`src/rtl/mem_copy_engine_pkg.sv`:
```
// Shared definitions for the memory copy/fill engine: FSM encoding, operation
// modes and the supported memory read latencies.
package mem_copy_engine_pkg;

  typedef enum logic [2:0] {
    S_IDLE,
    S_RD,
    S_RWAIT,
    S_WR,
    S_DONE
  } state_e;

  localparam logic MODE_COPY = 1'b0;
  localparam logic MODE_FILL = 1'b1;

  localparam int RD_LAT_COMB = 0;
  localparam int RD_LAT_REG  = 1;

  function automatic bit rd_latency_legal(input int lat);
    return (lat == RD_LAT_COMB) || (lat == RD_LAT_REG);
  endfunction

endpackage

```
`src/rtl/mem_copy_engine.sv`:
```
// Block copy / fill initiator for a single-port memory. Every output is a
// register loaded from the next-state decode, so the memory sees glitch-free controls.
module mem_copy_engine
  import mem_copy_engine_pkg::*;
#(
  parameter int DATA_WIDTH = 8,
  parameter int ADDR_WIDTH = 8,
  parameter int RD_LATENCY = 0
) (
  input  logic                  clk,
  input  logic                  rst,
  input  logic                  start,
  input  logic                  mode,
  input  logic [ADDR_WIDTH-1:0] src_addr,
  input  logic [ADDR_WIDTH-1:0] dst_addr,
  input  logic [ADDR_WIDTH:0]   length,
  input  logic [DATA_WIDTH-1:0] fill_value,
  output logic                  busy,
  output logic                  done,
  output logic [ADDR_WIDTH:0]   words_done,
  output logic                  mem_we,
  output logic [ADDR_WIDTH-1:0] mem_addr,
  output logic [DATA_WIDTH-1:0] mem_wdata,
  input  logic [DATA_WIDTH-1:0] mem_rdata
);

  localparam logic [ADDR_WIDTH-1:0] ADDR_ONE  = {{(ADDR_WIDTH-1){1'b0}}, 1'b1};
  localparam logic [ADDR_WIDTH:0]   COUNT_ONE = {{ADDR_WIDTH{1'b0}}, 1'b1};

  state_e                  r_state;
  logic                    r_mode;
  logic [ADDR_WIDTH-1:0]   r_src;
  logic [ADDR_WIDTH-1:0]   r_dst;
  logic [ADDR_WIDTH:0]     r_len;
  logic [DATA_WIDTH-1:0]   r_fill;
  logic [ADDR_WIDTH:0]     r_words_done;
  logic                    r_busy;
  logic                    r_done;
  logic                    r_mem_we;
  logic [ADDR_WIDTH-1:0]   r_mem_addr;
  logic [DATA_WIDTH-1:0]   r_mem_wdata;

  state_e                  w_state_nxt;
  state_e                  w_after_rd;
  logic                    w_capture_in_rd;
  logic                    w_mode_nxt;
  logic [ADDR_WIDTH-1:0]   w_src_nxt;
  logic [ADDR_WIDTH-1:0]   w_dst_nxt;
  logic [ADDR_WIDTH:0]     w_len_nxt;
  logic [DATA_WIDTH-1:0]   w_fill_nxt;
  logic [ADDR_WIDTH:0]     w_words_nxt;
  logic [ADDR_WIDTH:0]     w_words_inc;
  logic [ADDR_WIDTH-1:0]   w_addr_nxt;
  logic [DATA_WIDTH-1:0]   w_wdata_nxt;

  // A registered-read memory needs one extra cycle before its data is valid.
  if (!rd_latency_legal(RD_LATENCY)) begin : g_rd_bad
    $error("mem_copy_engine: RD_LATENCY must be 0 or 1");
  end

  if (RD_LATENCY == RD_LAT_REG) begin : g_rd_reg
    assign w_after_rd      = S_RWAIT;
    assign w_capture_in_rd = 1'b0;
  end else begin : g_rd_comb
    assign w_after_rd      = S_WR;
    assign w_capture_in_rd = 1'b1;
  end

  assign w_words_inc = r_words_done + COUNT_ONE;

  always_comb begin
    // NOTE: every target gets a default before the case so no path can infer a latch.
    w_state_nxt = r_state;
    w_mode_nxt  = r_mode;
    w_src_nxt   = r_src;
    w_dst_nxt   = r_dst;
    w_len_nxt   = r_len;
    w_fill_nxt  = r_fill;
    w_words_nxt = r_words_done;
    w_wdata_nxt = r_mem_wdata;

    unique case (r_state)
      S_IDLE: begin
        if (start) begin
          w_mode_nxt  = mode;
          w_src_nxt   = src_addr;
          w_dst_nxt   = dst_addr;
          w_len_nxt   = length;
          w_fill_nxt  = fill_value;
          w_words_nxt = '0;
          if (length == '0) begin
            w_state_nxt = S_DONE;
          end else if (mode == MODE_FILL) begin
            w_state_nxt = S_WR;
            w_wdata_nxt = fill_value;
          end else begin
            w_state_nxt = S_RD;
          end
        end
      end
      S_RD: begin
        w_state_nxt = w_after_rd;
        if (w_capture_in_rd) w_wdata_nxt = mem_rdata;
      end
      S_RWAIT: begin
        w_state_nxt = S_WR;
        w_wdata_nxt = mem_rdata;
      end
      S_WR: begin
        w_src_nxt   = r_src + ADDR_ONE;
        w_dst_nxt   = r_dst + ADDR_ONE;
        w_words_nxt = w_words_inc;
        if (w_words_inc == r_len) begin
          w_state_nxt = S_DONE;
        end else if (r_mode == MODE_FILL) begin
          w_state_nxt = S_WR;
          w_wdata_nxt = r_fill;
        end else begin
          w_state_nxt = S_RD;
        end
      end
      S_DONE:  w_state_nxt = S_IDLE;
      default: w_state_nxt = S_IDLE;
    endcase
  end

  // RWAIT, DONE and IDLE keep the last address on the bus.
  always_comb begin
    unique case (w_state_nxt)
      S_RD:    w_addr_nxt = w_src_nxt;
      S_WR:    w_addr_nxt = w_dst_nxt;
      default: w_addr_nxt = r_mem_addr;
    endcase
  end

  // NOTE: sequential state uses non-blocking assignments; the async reset also
  // drops mem_we the instant rst rises, abandoning any write in flight.
  always_ff @(posedge clk or posedge rst) begin
    if (rst) begin
      r_state      <= S_IDLE;
      r_mode       <= MODE_COPY;
      r_src        <= '0;
      r_dst        <= '0;
      r_len        <= '0;
      r_fill       <= '0;
      r_words_done <= '0;
      r_busy       <= 1'b0;
      r_done       <= 1'b0;
      r_mem_we     <= 1'b0;
      r_mem_addr   <= '0;
      r_mem_wdata  <= '0;
    end else begin
      r_state      <= w_state_nxt;
      r_mode       <= w_mode_nxt;
      r_src        <= w_src_nxt;
      r_dst        <= w_dst_nxt;
      r_len        <= w_len_nxt;
      r_fill       <= w_fill_nxt;
      r_words_done <= w_words_nxt;
      r_busy       <= (w_state_nxt == S_RD) || (w_state_nxt == S_RWAIT) || (w_state_nxt == S_WR);
      r_done       <= (w_state_nxt == S_DONE);
      r_mem_we     <= (w_state_nxt == S_WR);
      r_mem_addr   <= w_addr_nxt;
      r_mem_wdata  <= w_wdata_nxt;
    end
  end

  assign busy       = r_busy;
  assign done       = r_done;
  assign words_done = r_words_done;
  assign mem_we     = r_mem_we;
  assign mem_addr   = r_mem_addr;
  assign mem_wdata  = r_mem_wdata;

endmodule

```
`config.mk`:
```
export PLATFORM = sky130hd
export DESIGN_NAME = mem_copy_engine
export DESIGN_NICKNAME = d
export VERILOG_FILES = /design/src/rtl/mem_copy_engine_pkg.sv /design/src/rtl/mem_copy_engine.sv
export SDC_FILE = /design/constraint.sdc
export NUM_CORES = 1
export LEC_CHECK = 0
export CORE_MARGIN = 1.5
export CORE_UTILIZATION = 25
export CTS_BUF_LIST = sky130_fd_sc_hd__clkbuf_2
export CTS_CLUSTER_DIAMETER = 60
export DETAILED_ROUTE_END_ITERATION = 6
export PLACE_DENSITY = 0.55
export SLEW_MARGIN = 5
export SYNTH_ARGS = -nofsm -noshare
export SYNTH_HDL_FRONTEND = slang
export SYNTH_SLANG_ARGS = --single-unit
```
`constraint.sdc`:
```
create_clock -name clk -period 3.9 [get_ports clk]
set_clock_uncertainty 0.1 [all_clocks]
set_input_delay 0.39 -clock clk [delete_from_list [all_inputs] [get_ports clk]]
set_output_delay 0.39 -clock clk [all_outputs]
set_load 0.005 [all_outputs]
```
==> results.md <==
* Compound-Gate Fraction of Synth Area at 14.3%
* Root Driver: clkbuf_2
* 1st-pass router iterations at 4
* Yosys cell types at 40
* Largest net degree at the start of global routing at 49
* Yosys reg bits at 65
* Max-Cap Viols at 0
* ANT cells at 0
* Top-count cell post-synth: nand2_1
* Worst Setup Start Kind: flop
* Slew Limit Fails at 0
* Wire per inst at 15.3 µm
* Synth Area in Adders at 1.09%
* Fraction of layout instances using a drive strength above 1 at 11.5%
* CP most frequent cell: and3_1
* Setup_tns at 0 ps
* Crit path arrival time at 3580 ps
* Synthesized Nets at 406
* Largest family of logic cells by synthesized area: simple AND/OR/NAND/NOR gates
* TritonCTS clock tree: yes
* Final min period at 3290 ps
* VDD IR max at 0.263 mV
* Clk_lat worst skew at 490 ps
* Clk sinks at 65
* Avg Cell Area, Syn at around 9.6 µm²
* Sequential area share after synthesis at between 40% and 50%
* Input/output buffers at 72
* Post-cts sizing count at 0
* Slowest-stage cell, CP: nor2b_1
* Post-CTS Repair Setup Buffers at 0
* Final design utilization at about a third
* Outcome: complete, no violations
* Ys Warns at 0
* I/O Pins at 73
* # setup viols final at 0
* Critical Path Sink Type: flop
* Detail-routed via count per cell at 4.85
* Chip width at 120 µm
* Vias in the first global route at 2948
* Post-Synth XOR/XNOR Area at 3.81%
* Final hold violations at 0
* GRT Overall Usage at 13.4%
* Req. time, crit path at 4190 ps
* Placed cell area at 4340 µm²
* Die span in y at between 100 and 150 µm
* Drt total wl at 9360 µm
* Gp weighted congestion at 0.806
* Multiplexer area fraction after synthesis at between 10% and 20%
* TritonCTS Buffers at 9
* Top_reg_cell synth: dfrtp_1
* Peak Freq at 304 MHz
* Starting Density at 25.8%
* Remaining DRCs at 0
* Number of antenna violations at the first check in global routing at 0
* Post-synth top cells: nand2_1, dfrtp_1, o21ai_0, nor2_1
* Vias at a little under 3k
* DP Wirelength at ~6600 µm
* Routed Antenna Nets at 0
* Max clock buf depth at 2
* Die area at 14500 µm²
* Area leader, netlist: dfrtp_1
* # rows at 42
* Hold crit path type: primary input to flop
* Synth async-reset ratio at 100%
* Min setup slack post-route at 614 ps
* Syn-to-layout area delta at 30.7%
* Placed cells at 594
* Synth Cell Area at 3440 µm²
* Cell area after layout at 4500 µm²
* Cells after synthesis at about 360
* Critical path type: flop to flop
* Critical Path Fanout Max at 9
* DRT iter0 DRCs at 154
* Post-CTS Hold Buffers at 0
* Top-area cell type share of the netlist area at 47.2%
* Total Power at around 3.3 mW
* First-pass GRT wire length at 15300 µm
* Tcrit/Tclk final at a little over four fifths
* PwrDens at 723 nW/µm²
* Worst slew margin at 26.7%
* H-Tree Depth at 3
* Crit-path cells: ha_1 -> and3_1 -> xor2_1 -> and3_1 -> o2111ai_1 -> a211oi_2 -> nor2b_1 -> mux2_4
* Total gr overflow at 0
* RSZ-0062 raised after global routing: false
* Total core area at 13300 µm²
* Nets at between 400 and 500
* Post-Layout Cell Count at 610
* Post-synth EDFFs at 0
* Setup WS pre-CTS at 625 ps
* Slew @ Worst Pin at 1100 ps
* Main area contributors after synthesis: dfrtp_1, nand2_1, mux2_4
* Simple-Gate Fraction of Synth Area at 19.7%
* Slowest stage delay, CP at about 870 ps
* Worst hold slack at 327 ps
* Worst-path clk slew at approximately 210 ps
* Pleak at 1.96 nW
[final timing paths]
path	startpoint	endpoint	slack, ps	cells past startpoint
max	words_done[0]	mem_wdata[6]	610	8
min	fill_value[3]	r_fill[3]	330	3
max reg2reg	words_done[0]	mem_wdata[6]	610	8
min reg2reg	r_fill[5]	r_fill[5]	400	2
max in group asynchronous	rst	mem_we	2520	3
min in group asynchronous	rst	r_state[2]	340	2
[critical path: cells and delay by family (launching register included)]
kind | cells | cell delay (ps)
simple gates | 3 | 1440
flops | 1 | 500
compound gates | 2 | 410
mux | 1 | 350
fa+ha+maj | 1 | 280
xor+xnor | 1 | 130
[sequential cells by signal, summed over array words and instances, names as in the netlist, 3 cells and up]
register	count
words_done	9
mem_addr	8
r_len	9
r_fill	8
r_state	3
mem_wdata	8
r_src	8
r_dst	8
[cell families after synthesis]
family                   after synthesis
AO/OA/AOI/OAI                         74
XOR/XNOR                              15
adder cells (fa/ha/maj)                3
buffers and inverters                 24
flip-flops                            65
multiplexers                          29
AND/OR/NAND/NOR                      148
[per-layer routing]
metal | track usage [%] | wire length, µm | up-vias
met2 | 22.0 | 4490 | 87
met4 | 3.24 | 93 | 0
met1 | 17.9 | 4250 | 1448
li1 | - | - | 1414
met5 | 0 | 0 | -
met3 | 3.21 | 518 | 8
[power by group]
part	switching [mW]	total (mW)	internal [mW]	leakage, nW
Combinational	0.670	1.50	0.830	1.05
Clock	0.260	0.536	0.276	0.0897
Sequential	0.265	1.22	0.951	0.812
[cell usage in the layout (no fill, tap or decap), types with 2 or more instances in the layout]
master / synthesis / routed
nor2_1: 15 / 15
and3_1: 7 / 7
nor3_1: 3 / 3
a221o_1: 8 / 8
clkdlybuf4s50_1: 0 / 72
nand3_1: 10 / 10
mux2_2: 12 / 12
mux2_4: 12 / 12
a22oi_1: 11 / 11
inv_1: 6 / 5
buf_4: 0 / 6
bufinv_16: 0 / 3
nor4_1: 3 / 3
o22ai_1: 2 / 2
clkinv_4: 0 / 2
o21ai_0: 31 / 31
xor2_1: 5 / 5
nor2b_1: 3 / 3
nand4_1: 7 / 7
mux2i_1: 5 / 5
dfrtp_1: 65 / 65
o311ai_0: 3 / 3
or2_2: 2 / 2
and2b_1: 2 / 2
ha_1: 3 / 3
nor3b_1: 3 / 3
o211ai_1: 6 / 6
o2111ai_1: 2 / 2
nand2_1: 89 / 89
a21oi_1: 6 / 6
clkbuf_2: 0 / 9
xnor2_1: 10 / 10
[cell type report]
type	count	area, µm²
fillers	1395	8850
multi-input cells	269	1700
flip-flops and latches	65	1630
repair buffers	78	766
well taps	176	220
clock inverters	7	119
clock buffers	9	45.0
inverters	6	22.5
No activity file was read; power rests on OpenSTA's default activity.
